===== config.mk =====
export PLATFORM = sky130hd
export DESIGN_NAME = shift_reg_tap_e
export DESIGN_NICKNAME = d
export VERILOG_FILES = /design/src/rtl/shift_reg_tap_e.sv
export SDC_FILE = /design/constraint.sdc
export NUM_CORES = 1
export LEC_CHECK = 0
export BUFFER_PORTS_ARGS = -buffer_cell sky130_fd_sc_hd__buf_2
export CORE_MARGIN = 10
export CORE_UTILIZATION = 30
export DETAILED_ROUTE_END_ITERATION = 10
export HOLD_SLACK_MARGIN = 0.12
export PLACE_DENSITY = 0.61
export SYNTH_ARGS = -nofsm -noshare
export SYNTH_HDL_FRONTEND = slang
export SYNTH_SLANG_ARGS = --single-unit

===== constraint.sdc =====
create_clock -name C -period 2.4 [get_ports C]
set_input_delay 0.24 -clock C [delete_from_list [all_inputs] [get_ports C]]
set_output_delay 0.24 -clock C [all_outputs]
set_load 0.02 [all_outputs]

===== src/rtl/shift_reg_tap_e.sv =====
// Addressable shift-register primitive: clock enable, parallel load, cascade tap
// and per-tap fill tracking, with optional registered tap output.
module shift_reg_tap_e #(
  parameter int unsigned      DEPTH   = 32,
  parameter logic [DEPTH-1:0] INIT    = '0,
  parameter bit               REG_OUT = 1'b0,
  parameter int unsigned      ADDR_W  = $clog2(DEPTH)
) (
  input  logic              C,
  input  logic              R,
  input  logic              D,
  input  logic              E,
  input  logic              L,
  input  logic [DEPTH-1:0]  P,
  input  logic [ADDR_W-1:0] A,
  output logic              Q,
  output logic              Q_CASC,
  output logic              VALID
);

  localparam int unsigned FILL_W = $clog2(DEPTH + 1);

  logic [DEPTH-1:0]  sr_q = INIT;
  logic [DEPTH-1:0]  sr_d;
  logic [FILL_W-1:0] fill_q = '0;
  logic [FILL_W-1:0] fill_d;
  logic              tap_c;
  logic              tap_valid_c;

  // Next-state: reset beats load beats shift; fill saturates at DEPTH.
  always_comb begin
    sr_d   = sr_q;
    fill_d = fill_q;
    if (R) begin
      sr_d   = INIT;
      fill_d = '0;
    end else if (L) begin
      sr_d   = P;
      fill_d = FILL_W'(DEPTH);
    end else if (E) begin
      sr_d = {sr_q[DEPTH-2:0], D};
      if (fill_q != FILL_W'(DEPTH)) begin
        fill_d = fill_q + FILL_W'(1);
      end
    end
`ifndef SYNTHESIS
    if ($isunknown({R, L, E})) begin
      sr_d   = 'x;
      fill_d = 'x;
    end
`endif
  end

  always_ff @(posedge C) begin
    sr_q   <= sr_d;
    fill_q <= fill_d;
  end

  // Addresses past the last stage read as empty.
  always_comb begin
    tap_c       = 1'b0;
    tap_valid_c = 1'b0;
    if (32'(A) < DEPTH) begin
      tap_c       = sr_q[A];
      tap_valid_c = 32'(fill_q) > 32'(A);
    end
  end

  assign Q_CASC = sr_q[DEPTH-1];

  if (REG_OUT) begin : g_reg_out
    logic q_q     = 1'b0;
    logic valid_q = 1'b0;
    logic q_d;
    logic valid_d;

    // Captures the pre-edge tap every cycle regardless of E.
    always_comb begin
      q_d     = tap_c;
      valid_d = tap_valid_c;
      if (R) begin
        q_d     = 1'b0;
        valid_d = 1'b0;
      end
`ifndef SYNTHESIS
      if ($isunknown({R, L, E})) begin
        q_d     = 1'bx;
        valid_d = 1'bx;
      end
`endif
    end

    always_ff @(posedge C) begin
      q_q     <= q_d;
      valid_q <= valid_d;
    end

    assign Q     = q_q;
    assign VALID = valid_q;
  end else begin : g_comb_out
    assign Q     = tap_c;
    assign VALID = tap_valid_c;
  end

`ifndef SYNTHESIS
  logic notifier;

  specify
    (posedge C => Q)      = 0;
    (posedge C => Q_CASC) = 0;
    $setuphold(posedge C, D, 0, 0, notifier);
    $setuphold(posedge C, E, 0, 0, notifier);
    $setuphold(posedge C, L, 0, 0, notifier);
    $setuphold(posedge C, R, 0, 0, notifier);
    $width(posedge C, 0);
    $width(negedge C, 0);
  endspecify
`endif

endmodule


==> metrics <==
WL final=around 5.1 mm; Place WS=0.365 ns; GR Util All Layers=0.0931; HP Start=P[9]; # clock sinks=38; slew at the pin closest to its max-slew limit=0.716 ns; Clk Tree Root Cell=clkbuf_8; Yosys reg bits=38; share of layout cells above drive strength 1=0.214; top cells by area, synth=dfxtp_1 (36%), mux2i_1 (17%), nor2_1 (13%); largest net degree at the start of global routing=39; PwrDens=571 nW/um^2; Reg clk slew, reported paths=0.08 ns; Req. time, crit path=2.16 ns; # diodes=0; Max FO, Critical Path=3; Max-Cap Viols=0; DRT Pass-1 Iters=4; Final Cell Area=2540 um^2; total negative slack=0 ns; Final Hold Viols=0; vias in the first global route=1769; chip width=104 um; residual antenna-violating net count after detailed routing=0; Yosys top cell area share=0.357; via count=1760; wire length of the first global-routing pass=8.45 mm; slowest CP cell=mux4_2; CTS tree=yes; yosys warns=0; Post-CTS Setup Repair Bufs=0; crit-path max cell delay=0.46 ns; crit end category=primary output; Critical Path AT=around 2.0 ns; Setup crit start=sr_q[6]; Tmin final=about 2.2 ns; Post-Syn Area=~2100 um^2; CTS Hold Bufs=0; Cell Area, Placed=roughly 2400 um^2; post_cts resized=0; fmax=458 MHz; sequential fraction of the synthesis area=0.357; Syn Inst Count=243; Vias/cell=4.67; ys flop type=dfxtp_1; Port Buffers=44; Final Worst Setup Slack=0.215 ns; Worst Skew=0.00358 ns; status=finished clean; CTS Buf Count=5; Tot Pwr=1.45 mW; H-tree depth=2; Crit Path Category=register to primary output; syn_nets=292; Worst slew margin=0.517; ys async rst share=0; core area=6830 um^2; initial antenna violation count=0; Core Rows=30; clk buf depth=2; Post-synth EDFFs=0; Top Ports=45; RSZ-0062 raised after global routing=false; worst hold path class=primary input to register; Wirelength per Cell=13.5 um; FF-to-FF Start=fill_q[0]; CP Launch Type=register; Syn Area/Cell=about 8.8 um^2; Starting Density=0.312; top cell type by total area after synthesis=dfxtp_1; Area growth syn-to-layout=19.3%; Unique masters post-synth=30; final cycle utilization of the critical path=0.910; Leakage Power=1.17 nW; gr ovfl total=0; RD Place Congestion=0.756; Final #Nets=329; VDD IR max=0.223 mV; HPWL after detailed placement=~3.8 mm; Chip Height=104 um; number of DRC markers in iteration 0=43; Residual DRC=0; final setup fails=0; fill count=roughly 740; Die ar.=10900 um^2; worst path cell trace=mux4_2 > nor2b_4 > a2111oi_2 > a31oi_1 > and3_1 > buf_2; Worst-Skew Late Latency=roughly 0.28 ns; fin. max-slew vios=0
==> state kept, by name, summed over array words and instances, names as in the netlist <==
register  cells
sr_q         32
fill_q        6
==> cells in the final DEF (no fill, tap or decap), types with 5 or more instances in the layout <==
cell type and n:
nor2_1 73, mux4_1 5, ha_1 7, dfxtp_1 38, a21oi_1 32, mux2i_1 36, buf_2 44, clkbuf_8 5
inv_1 7
==> worst paths after layout <==
kind | end | slack (ns) | cells after the start
hold reg to reg | fill_q[4] | 0.59 | 2
setup / recovery | Q | 0.21 | 6
hold / removal | sr_q[9] | 0.18 | 3
setup reg to reg | fill_q[2] | 0.73 | 7
==> where the power goes <==
| part | internal (mW) | switching (mW) | leakage [nW] |
|---|---|---|---|
| combinational | 0.116 | 0.119 | 0.799 |
| clock | 0.306 | 0.219 | 0.0579 |
| sequential | 0.664 | 0.0266 | 0.313 |
==> per-layer routing <==
metal	part of all wire	track usage
met1	0.47	0.113
met2	0.48	0.153
met3	0.038	0.0254
met4	0.013	0.0338
met5	0	0
==> cell families after synthesis <==
logic type	after synthesis	share of synthesized area
flops	38	0.357
mux	44	0.262
compound gates	39	0.102
buf+inv	24	0.0523
fa+ha+maj	7	0.0411
xor+xnor	5	0.0206
simple gates	86	0.165
==> worst max-delay path, delay by kind of cell, from the launching register on <==
| family | cells | cell delay, ns |
|---|---|---|
| and+or+nand+nor | 2 | 0.33 |
| muxes | 1 | 0.46 |
| buffers and inverters | 1 | 0.16 |
| AOI/OAI and AO/OA | 2 | 0.39 |
| DFF | 1 | 0.33 |
==> Yosys cell counts, types with 3 or more instances <==
library cell,n
clkbuf_1,11
nor2_1,73
mux4_1,5
buf_2,3
mux2i_1,36
a21oi_1,32
nand2_1,3
ha_1,7
xor2_1,3
nand3_1,3
inv_1,7
dfxtp_1,38
mux4_2,3
==> stage by stage <==
step	utilization	std cells	hold slack [ns]
CTS	0.372	377	0.173
finish	0.372	377	0.184
floorplan	-	243	0.379
global route	0.372	377	0.171
detailed placement	0.356	369	0.477
global placement	0.356	369	0.469
==> cell type report <==
type,count,area [um^2],share of cell area
inverter,7,26.3,0.0103
multi-input combinational,181,1260,0.495
clock buffer,5,68.8,0.0271
tap,96,120,0.0472
clock inverter,3,40.0,0.0157
sequential,38,761,0.299
timing repair buffer,47,268,0.105
(Power assumes the default switching activity.)
